### config.mk
export PLATFORM = sky130hd
export DESIGN_NAME = sipo_deser
export DESIGN_NICKNAME = d
export VERILOG_FILES = /design/src/rtl/sipo_pkg.sv /design/src/rtl/sipo_hold_reg.sv /design/src/rtl/sipo_deser.sv
export SDC_FILE = /design/constraint.sdc
export NUM_CORES = 1
export LEC_CHECK = 0
export ABC_AREA = 1
export ABC_CLOCK_PERIOD_IN_PS = 1540
export CAP_MARGIN = 5
export CORE_MARGIN = 5
export CORE_UTILIZATION = 50
export CTS_CLUSTER_SIZE = 20
export DETAILED_ROUTE_END_ITERATION = 6
export GPL_TIMING_DRIVEN = 0
export PLACE_DENSITY = 0.76
export SKIP_CTS_REPAIR_TIMING = 1
export SLEW_MARGIN = 20
export SYNTH_ARGS = -nofsm -noshare
export SYNTH_HDL_FRONTEND = slang
export SYNTH_SLANG_ARGS = --single-unit
### constraint.sdc
create_clock -name clk -period 1.54 [get_ports clk]
set_input_delay 0.308 -clock clk [delete_from_list [all_inputs] [get_ports clk]]
set_output_delay 0.308 -clock clk [all_outputs]
set_load 0.01 [all_outputs]
### src/rtl/sipo_pkg.sv
// Shared definitions for the serial-in/parallel-out deserializer:
// FSM state encoding, counter-width helper and parity polarity.
package sipo_pkg;

    // RECV: collecting data bits; PAR: waiting for the trailing parity bit
    typedef enum logic {
        RECV = 1'b0,
        PAR  = 1'b1
    } state_t;

    // Required XOR of data bits plus parity bit (even parity)
    localparam logic EVEN = 1'b0;

    // Bit counter width able to hold 0..w
    function automatic int unsigned cnt_width(input int unsigned w);
        return $clog2(w + 1);
    endfunction

endpackage

### src/rtl/sipo_hold_reg.sv
// Output holding register for the deserializer: keeps a completed word
// (plus its parity flag) stable under backpressure and records dropped words.
// Ports:
//   clk, rst_n        clock, asynchronous active-low reset
//   load              a word completed this cycle
//   din, pin          completed word and its parity-error flag
//   out_ready         consumer accepts po when out_valid is high
//   ovr_clr           clears the sticky overrun flag
//   po, par_err       held word and parity flag
//   out_valid         po holds an unconsumed word
//   overrun           sticky: a completed word was dropped
module sipo_hold_reg #(
    parameter int unsigned W = 4
) (
    input  logic         clk,
    input  logic         rst_n,
    input  logic         load,
    input  logic [W-1:0] din,
    input  logic         pin,
    input  logic         out_ready,
    input  logic         ovr_clr,
    output logic [W-1:0] po,
    output logic         par_err,
    output logic         out_valid,
    output logic         overrun
);

    logic accept_c;
    logic drop_c;

    assign accept_c = out_valid && out_ready;
    assign drop_c   = load && out_valid && !out_ready;

    // Data/valid: a new word may load when the slot is empty or being drained
    always_ff @(posedge clk or negedge rst_n) begin
        if (!rst_n) begin
            po        <= '0;
            par_err   <= 1'b0;
            out_valid <= 1'b0;
        end else if (load && (!out_valid || out_ready)) begin
            po        <= din;
            par_err   <= pin;
            out_valid <= 1'b1;
        end else if (accept_c) begin
            out_valid <= 1'b0;
        end
    end

    // Sticky overrun; a drop on the same edge as a clear keeps it set
    always_ff @(posedge clk or negedge rst_n) begin
        if (!rst_n) begin
            overrun <= 1'b0;
        end else if (drop_c) begin
            overrun <= 1'b1;
        end else if (ovr_clr) begin
            overrun <= 1'b0;
        end
    end

endmodule

### src/rtl/sipo_deser.sv
// Serial-in/parallel-out deserializer. Assembles W-bit words from a qualified
// LSB-first bit stream and hands them to a valid/ready holding register.
// Optional feature macro: SIPO_PARITY_EN -- a trailing even-parity bit follows
// each word and its check result is presented on par_err.
// Ports:
//   clk, rst_n     clock, asynchronous active-low reset
//   si, si_valid   serial bit and its qualifier
//   flush          discard any partial word
//   po, out_valid  held parallel word and its valid flag
//   out_ready      consumer accept
//   overrun        sticky dropped-word flag, cleared by ovr_clr
//   busy           partial word in progress
//   par_err        parity mismatch for the word on po (0 without the feature)
module sipo_deser
    import sipo_pkg::*;
#(
    parameter int unsigned W = 4
) (
    input  logic         clk,
    input  logic         rst_n,
    input  logic         si,
    input  logic         si_valid,
    input  logic         flush,
    output logic [W-1:0] po,
    output logic         out_valid,
    input  logic         out_ready,
    output logic         overrun,
    input  logic         ovr_clr,
    output logic         busy,
    output logic         par_err
);

    localparam int unsigned CNT_W = cnt_width(W);

    state_t           state, state_n;
    logic [W-1:0]     sr, sr_n;
    logic [CNT_W-1:0] cnt, cnt_n;
    logic             busy_n;
    logic             load_c;
    logic [W-1:0]     word_c;
    logic             par_c;

    // State, shift register, counter and busy registers
    always_ff @(posedge clk or negedge rst_n) begin
        if (!rst_n) begin
            state <= RECV;
            sr    <= '0;
            cnt   <= '0;
            busy  <= 1'b0;
        end else begin
            state <= state_n;
            sr    <= sr_n;
            cnt   <= cnt_n;
            busy  <= busy_n;
        end
    end

    // Next-state, shift and word-completion logic; flush overrides si_valid
    always_comb begin
        state_n = state;
        sr_n    = sr;
        cnt_n   = cnt;
        load_c  = 1'b0;
        word_c  = {si, sr[W-1:1]};
        par_c   = 1'b0;
        if (flush) begin
            cnt_n   = '0;
            state_n = RECV;
        end else if (si_valid) begin
            unique case (state)
                RECV: begin
                    sr_n = {si, sr[W-1:1]};
                    if (cnt == CNT_W'(W - 1)) begin
                        cnt_n = '0;
`ifdef SIPO_PARITY_EN
                        state_n = PAR;
`else
                        load_c  = 1'b1;
`endif
                    end else begin
                        cnt_n = cnt + CNT_W'(1);
                    end
                end
                PAR: begin
                    // Data already sits in sr; this bit is parity only
                    word_c  = sr;
                    par_c   = ((^sr) ^ si) != EVEN;
                    load_c  = 1'b1;
                    state_n = RECV;
                end
                default: state_n = RECV;
            endcase
        end
        busy_n = (cnt_n != '0) || (state_n == PAR);
    end

    sipo_hold_reg #(
        .W(W)
    ) u_hold (
        .clk       (clk),
        .rst_n     (rst_n),
        .load      (load_c),
        .din       (word_c),
        .pin       (par_c),
        .out_ready (out_ready),
        .ovr_clr   (ovr_clr),
        .po        (po),
        .par_err   (par_err),
        .out_valid (out_valid),
        .overrun   (overrun)
    );

endmodule

# Word-level counts from Yosys, hierarchy flattened
# Cells that the tools add are included.
[totals]
elab_cells = 46
input_bits = 7
register_bits = 16
[classes]
n_addsub = 1
reduce_logical = 13
muxes = 20
bitwise = 3
n_eq_ne = 1
[op_table]
columns = ["operator", "n"]
rows = [
  ["2-to-1 mux 1 bit", 12],
  ["2-to-1 mux 3 bit", 4],
  ["2-to-1 mux 4 bit", 3],
  ["logical AND 1 bit", 4],
  ["nonzero test 2 bit", 2],
  ["XOR reduction 4 bit", 1],
  ["adder 3 x 1 -> 3 bit, second input constant", 1],
  ["equality test 3 x 2 -> 1 bit, second input constant", 1],
  ["nonzero test 3 bit", 1],
  ["logical NOT 1 bit", 2],
  ["logical OR 1 bit", 2],
  ["NOT 1 bit", 2],
  ["case mux 1 bit (2 select lines)", 1],
  ["AND reduction 2 bit", 1],
  ["bitwise XOR 1 bit", 1],
]

# Logic depth before layout (Yosys ltp)
# Gate-level depths: netlist (run 1).
[logic_depth]
word_depth = 8
ltp_mapped = 8

# By module
# Synthesis (run 1) repeated with hierarchy kept, for this count alone.
[unflattened]
cells_unflattened = 108
hier_area_um2 = 820.8
[by_module_without_submodules]
columns = ["module", "area_each_um2", "instances", "cells_each"]
rows = [
  ["sipo_deser", 549.3, 1, 79],
  ["sipo_hold_reg", 271.5, 1, 29],
]

# Worst setup path after synthesis (run 1)
# OpenSTA, ideal clock, no wires.
[synth_timing]
path_type = "reg2reg"
start = "register cnt[0]"
end = "register u_hold.po[0]"
arrival_ns = 0.994
required_ns = 1.423
path_slack_ns = 0.430
path_stages_with_launch = 8
cell_sequence = "dfrtp_1 -> ha_1 -> nand2_1 -> a21oi_4 -> nand2_4 -> clkinv_4 -> nand2_1 -> nand2_1"
[synth_via]
elab_chain_cells = 6
[synth_rtl]
columns = ["element", "line", "text"]
rows = [
  ["start, declared", "sipo_deser.sv:37", "logic [CNT_W-1:0] cnt, cnt_n;"],
  ["start signal, assigned", "sipo_deser.sv:53", "cnt <= cnt_n;"],
  ["equality test 3 x 2 -> 1 bit", "sipo_deser.sv:73", "if (cnt == CNT_W'(W - 1)) begin"],
  ["2-to-1 mux 1 bit", "sipo_deser.sv:73", ""],
  ["case mux 1 bit (2 select lines)", "sipo_deser.sv:70", "unique case (state)"],
  ["2-to-1 mux 1 bit", "sipo_deser.sv:69", "end else if (si_valid) begin"],
  ["2-to-1 mux 1 bit", "sipo_deser.sv:66", "if (flush) begin"],
  ["logical AND 1 bit", "sipo_hold_reg.sv:40", "end else if (load && (!out_valid || out_ready)) begin"],
  ["end signal, assigned", "sipo_hold_reg.sv:41", "po <= din;"],
  ["end, declared", "sipo_hold_reg.sv:22", "output logic [W-1:0] po,"],
]
# Every way passes these cells.
# A chain may end at the register's enable or synchronous reset.

# Worst setup path after layout (run 1)
[layout_timing]
start = "register u_hold.par_err"
end = "output port par_err"
[layout_rtl]
columns = ["element", "line", "text"]
rows = [
  ["start, declared", "sipo_hold_reg.sv:23", "output logic par_err,"],
  ["start signal, assigned", "sipo_hold_reg.sv:42", "par_err <= pin;"],
  ["end, declared", "sipo_deser.sv:30", "output logic par_err"],
]
# No word-level cell between the ends.

==> metrics.cfg, run 1 <==
[routing]
top_layer_used=met4
routed_via_density=5.02
vias=723
wirelength_mm=1.73
ant_nets=0
wl_met2_um=802
met3_wirelength_um=71
drtPass1Iterations=4
route.detailed.drc=0
wire_per_inst_um=12.0
drtIter0Drc=7
m1WireLength_um=827

[power_and_ir_drop]
leakagePower_nw=0.631
power_density_nw_per_um2=988
max-vdd-ir-drop_mv=0.685
p_total_w=0.00105

[setup_path]
critPathKind=reg2out
critPathTopFamily=buffers and inverters
required_ns=1.23
cp-end-kind=output port
cp.arrival_ns=1.19
max_stage_delay_ns=0.54
path_cells=clkdlybuf4s50_1
start_kind=register
slowest_stage=clkdlybuf4s50_1
cp_max_fo=2
critPathBufInv=1

[placement]
hpwl_mm=1.27
place_congestion=0.789
io_buffer_count=14
dp_slack_ns=-0.00279

[floorplan]
die_x_um=51.3
die_h_um=51.3
start_util=0.510
rows=15
io_pins=15
core_sq_um=1670
die-area_sq_um=2630

[sta]
tightest_slew_ns=0.710
rsz0062_at_grt=false
fmax_mhz=668
finalCritPeriodShare=0.971
finalHoldViolCount=0
finalClockSkew_ns=0.00711
period_minus_slack_ns=1.50
setup_viol=0
finalMaxSlewViolations=0
layout_setup_ws_ns=0.0441
slew_headroom=0.525

[clocking]
cts_buffers=3
cts.sinks=16
cts_root_buf=clkbuf_4
cts_max_level=1
clockBufferDepth=2
worstSkewPairLatency_ns=0.30
cts_tree=built
path_clk_slew_ns=0.10

[status]
outcome=finished clean

[finish]
nFillCells=155
area.growth.synth_to_final_pct=24.7
fin_nets=136
n_antenna_cell=0
drive_gt1_frac=0.102

[global_routing]
grt-ovfl-total=0
grt_max_degree=17
track_usage=0.163
grt_pass1_wl_mm=3.22
antenna_found_initial=0
grt_pass1_vias=746

[synth]
synth.cell_area_sq_um=852
yosysSeqAreaShare=0.470
synth_nets=117
syn_inst=109
synth_seq_cells=16
ys_warn_count=0
synth.distinct_cells=18
synth.avg_cell_area_sq_um=7.82

[run]
max_cap_viol_count=0

[hold_path]
min_path_type=in2async

==> cell usage in the layout, fill, tap and decap left out <==
| cell type | n |
|---|---|
| nand2_1 | 38 |
| inv_1 | 18 |
| dfrtp_1 | 16 |
| o21ai_0 | 9 |
| clkdlybuf4s50_1 | 9 |
| nor2_1 | 6 |
| dlymetal6s2s_1 | 5 |
| nand3_1 | 4 |
| o211ai_1 | 4 |
| clkbuf_4 | 3 |
| buf_6 | 2 |
| inv_2 | 2 |
| nor2_4 | 2 |
| o21ai_1 | 1 |
| a21oi_1 | 1 |
| nand3b_1 | 1 |
| a21oi_4 | 1 |
| nand2_4 | 1 |
| clkinv_4 | 1 |
| nor3_1 | 1 |
| ha_1 | 1 |
| clkbuf_8 | 1 |
==> worst paths after layout <==
kind / start / endpoint / slack, ns / cells after the start
min reg2reg: u_hold.po[3]$_DFFE_PN0P_ / u_hold.po[3]$_DFFE_PN0P_ / 0.49 / 2
max reg2reg: cnt[0]$_DFF_PN0_ / u_hold.po[2]$_DFFE_PN0P_ / 0.32 / 7
max: u_hold.par_err$_DFFE_PN0P_ / par_err / 0.04 / 1
max in group asynchronous: rst_n / sr[2]$_DFFE_PN0P_ / 0.66 / 1
min: rst_n / u_hold.out_valid$_DFFE_PN0P_ / 0.42 / 1
min in group clk: u_hold.po[3]$_DFFE_PN0P_ / u_hold.po[3]$_DFFE_PN0P_ / 0.49 / 2
==> through the flow <==
stage	setup TNS, ns	util	cells	hold slack (ns)	cell area (sq um)
2_1_floorplan	0	-	109	0.0124	852
5_1_grt	0	0.636	144	0.490	1060
6_report	0	0.636	144	0.424	1060
4_1_cts	0	0.628	144	0.460	1050
3_5_place_dp	-0.00279	0.607	140	0.464	1010
3_3_place_gp	0	0.607	140	0.465	1010
==> area by class of cell <==
cell class	count	area (sq um)	share of cell area
buffer	2	22.5	0.0212
inverter	21	83.8	0.0789
timing repair buffer	14	153	0.144
sequential	16	400	0.377
tap	17	21.3	0.0200
multi-input combinational	70	345	0.325
clock buffer	4	36.3	0.0342
==> metal layers <==
layer | GRT usage | up-vias
li1 | - | 372
met1 | 0.210 | 326
met2 | 0.249 | 20
met3 | 0.0496 | 5
met4 | 0.0786 | 0
met5 | 0 | -
==> logic make-up after synthesis <==
group / share of synthesized area
DFF: 0.470
AOI/OAI and AO/OA: 0.119
and+or+nand+nor: 0.272
adders and majority gates: 0.0147
buffers and inverters: 0.125
==> flip-flops by register name, indices dropped and copies added (netlist names) <==
name / flops
sr: 4
u_hold.po: 4
busy: 1
u_hold.out_valid: 1
cnt: 3
u_hold.par_err: 1
state: 1
u_hold.overrun: 1
==> power by group <==
part / leakage (nW) / switching, W / total [W] / internal (W)
Sequential: 0.210 / 0.0000353 / 0.000509 / 0.000473
Combinational: 0.400 / 0.000135 / 0.000252 / 0.000116
Clock: 0.0210 / 0.000145 / 0.000289 / 0.000144
==> synthesized netlist by cell type (all sizes together) <==
cell | number | share of area
nor2 | 8 | 0.053
o21ai | 10 | 0.059
o211ai | 4 | 0.035
nand2 | 39 | 0.18
buf | 2 | 0.026
nand3b | 1 | 0.0088
nor3 | 1 | 0.0059
inv | 20 | 0.088
nand3 | 4 | 0.023
ha | 1 | 0.015
dfrtp | 16 | 0.47
clkinv | 1 | 0.010
a21oi | 2 | 0.025
Note: power is estimated with default switching activity, not from simulation.
==> run 2, diff against run 1 <==
--- a/config.mk
+++ b/config.mk
@@ -14,6 +14,7 @@
 export DETAILED_ROUTE_END_ITERATION = 6
 export GPL_TIMING_DRIVEN = 0
 export PLACE_DENSITY = 0.76
+export REMOVE_ABC_BUFFERS = 1
 export SKIP_CTS_REPAIR_TIMING = 1
 export SLEW_MARGIN = 20
 export SYNTH_ARGS = -nofsm -noshare
==> run 2 against run 1 <==
Against the previous run:
- register-to-register slack lost 0.07 ns
- largest power group unchanged
- setup slack better by 0.0063 ns
- sequential cell count stayed put
- highest routed layer unchanged
- clock-buffer cell count down 1
- final cell count fell by 2.1%
==> metrics.cfg, run 2 (synthesis gave the netlist of run 1 again) <==
[finish]
fin_nets=134  ; was 136
n_antenna_cell=0  ; unchanged
multi_input_area_sq_um=345  ; unchanged
layout_commonest_cell=nand2_1  ; unchanged
finalInstanceArea_sq_um=1020  ; was 1060 sq um
final_cell_mix=nand2_1, inv_1, dfrtp_1  ; unchanged
drive_gt1_frac=0.0806  ; was 0.102
nFillCells=145  ; was 155
seq_area_sq_um=400  ; unchanged
utilization=0.611  ; was 0.636
reg.largest.list=sr (4), u_hold.po (4), cnt (3)  ; unchanged
area.growth.synth_to_final_pct=19.8  ; was 24.7%

[global_routing]
grt_pass1_wl_mm=3.01  ; was 3.22 mm
grt-ovfl-total=0  ; unchanged
grt_pass1_vias=722  ; was 746
track_usage=0.152  ; was 0.163
antenna_found_initial=0  ; unchanged
grt_max_degree=17  ; unchanged

[setup_path]
critPathTopFamily=buffers and inverters  ; unchanged
max_stage_delay_ns=0.54  ; about the same
path_cells=clkdlybuf4s50_1  ; unchanged
timing.rr.start=state$_DFF_PN0_  ; was cnt[0]$_DFF_PN0_
start_kind=register  ; unchanged
cp_max_fo=2  ; unchanged
r2r_setup_slack_ns=0.25  ; was 0.32 ns
r2r-end=u_hold.po[0]$_DFFE_PN0P_  ; was u_hold.po[2]$_DFFE_PN0P_
critPathBufInv=1  ; unchanged
critPathKind=reg2out  ; unchanged
slowest_stage=clkdlybuf4s50_1  ; unchanged
cp-end-kind=output port  ; unchanged
required_ns=1.23  ; about the same
reg2reg_depth=5  ; was 7
cp.arrival_ns=1.18  ; was 1.19 ns

[power_and_ir_drop]
leakagePower_nw=0.579  ; was 0.631 nW
power_density_nw_per_um2=959  ; was 988 nW/um^2
max-vdd-ir-drop_mv=0.469  ; was 0.685 mV

[routing]
drtIter0Drc=14  ; was 7
ant_nets=0  ; unchanged
wirelength_mm=1.65  ; was 1.73 mm
routed_via_density=5.06  ; was 5.02
vias=714  ; was 723
drtPass1Iterations=4  ; unchanged
route.detailed.drc=0  ; unchanged
wire_per_inst_um=11.7  ; was 12.0 um

[floorplan]
die-area_sq_um=2630  ; unchanged
die_x_um=51.3  ; unchanged
core_sq_um=1670  ; unchanged
io_pins=15  ; unchanged
start_util=0.510  ; unchanged
rows=15  ; unchanged
die_h_um=51.3  ; unchanged

[status]
outcome=finished clean  ; unchanged

[sta]
fmax_mhz=671  ; was 668 MHz
slew_headroom=0.525  ; about the same
setup_viol=0  ; unchanged
period_minus_slack_ns=1.49  ; was 1.50 ns
fin_setup_tns_ns=0  ; unchanged
finalCritPeriodShare=0.967  ; was 0.971
finalHoldViolCount=0  ; unchanged
tightest_slew_ns=0.710  ; about the same
finalMaxSlewViolations=0  ; unchanged
finalClockSkew_ns=0.00211  ; was 0.00711 ns
rsz0062_at_grt=false  ; unchanged
layout_setup_ws_ns=0.0504  ; was 0.0441 ns

[clocking]
worstSkewPairLatency_ns=0.28  ; was 0.30 ns
cts_max_level=1  ; unchanged
path_clk_slew_ns=0.09  ; was 0.10 ns
cts_tree=built  ; unchanged
clockBufferDepth=2  ; unchanged
cts_root_buf=clkbuf_4  ; unchanged
cts_buffers=3  ; unchanged
cts.sinks=16  ; unchanged

[placement]
io_buffer_count=14  ; unchanged
dp_slack_ns=-0.130  ; was -0.00279 ns
dpl_cell_area_sq_um=991  ; was 1010 sq um
place_congestion=0.699  ; was 0.789
hpwl_mm=1.26  ; was 1.27 mm

[run]
max_cap_viol_count=0  ; unchanged

[hold_path]
min_path_type=in2async  ; unchanged

-- run 2: how the worst max path moves through the flow --
| stage | slack, ns | end | cells after the start | startpoint |
|---|---|---|---|---|
| after floorplan | 0.41 | u_hold.par_err$_DFFE_PN0P_ | 5 | state$_DFF_PN0_ |
| after global placement | -0.09 | u_hold.par_err$_DFFE_PN0P_ | 8 | si_valid |
| after detailed placement | -0.13 | u_hold.po[0]$_DFFE_PN0P_ | 7 | flush |
| after CTS | 0.03 | par_err | 1 | u_hold.par_err$_DFFE_PN0P_ |
| after global routing | 0.02 | po[1] | 1 | u_hold.po[1]$_DFFE_PN0P_ |
| final | 0.05 | po[0] | 1 | u_hold.po[0]$_DFFE_PN0P_ |
-- run 2: where the power goes --
part / switching, W / leakage [nW] / total (W) / internal [W]
Sequential: 0.0000350 / 0.210 / 0.000508 / 0.000473
Combinational: 0.000134 / 0.356 / 0.000251 / 0.000117
Clock: 0.000129 / 0.0138 / 0.000219 / 0.0000908
Total: 0.000297 / 0.579 / 0.000979 / 0.000681
-- run 2: through the flow --
stage,hold WS (ns),cells,total power [W]
final,0.443,141,0.000979
after global routing,0.513,141,0.00105
after CTS,0.480,141,0.000996
after detailed placement,0.476,138,0.000774
after global placement,0.462,138,0.000760
after floorplan,0.0124,107,0.000651
-- run 2: layout make-up --
type                            count  area share
Inverter                           21      0.0821
Tap cell                           17      0.0208
Timing Repair Buffer               14       0.145
Multi-Input combinational cell     70       0.338
Clock buffer                        3      0.0221
Sequential cell                    16       0.392
-- run 2: per-layer routing --
layer | up-vias | global-route usage | share of wire
met2 | 18 | 0.270 | 0.50
met1 | 329 | 0.175 | 0.44
met5 | - | 0 | 0
met3 | 2 | 0.0292 | 0.054
li1 | 365 | - | -
met4 | 0 | 0.0699 | 0.0085
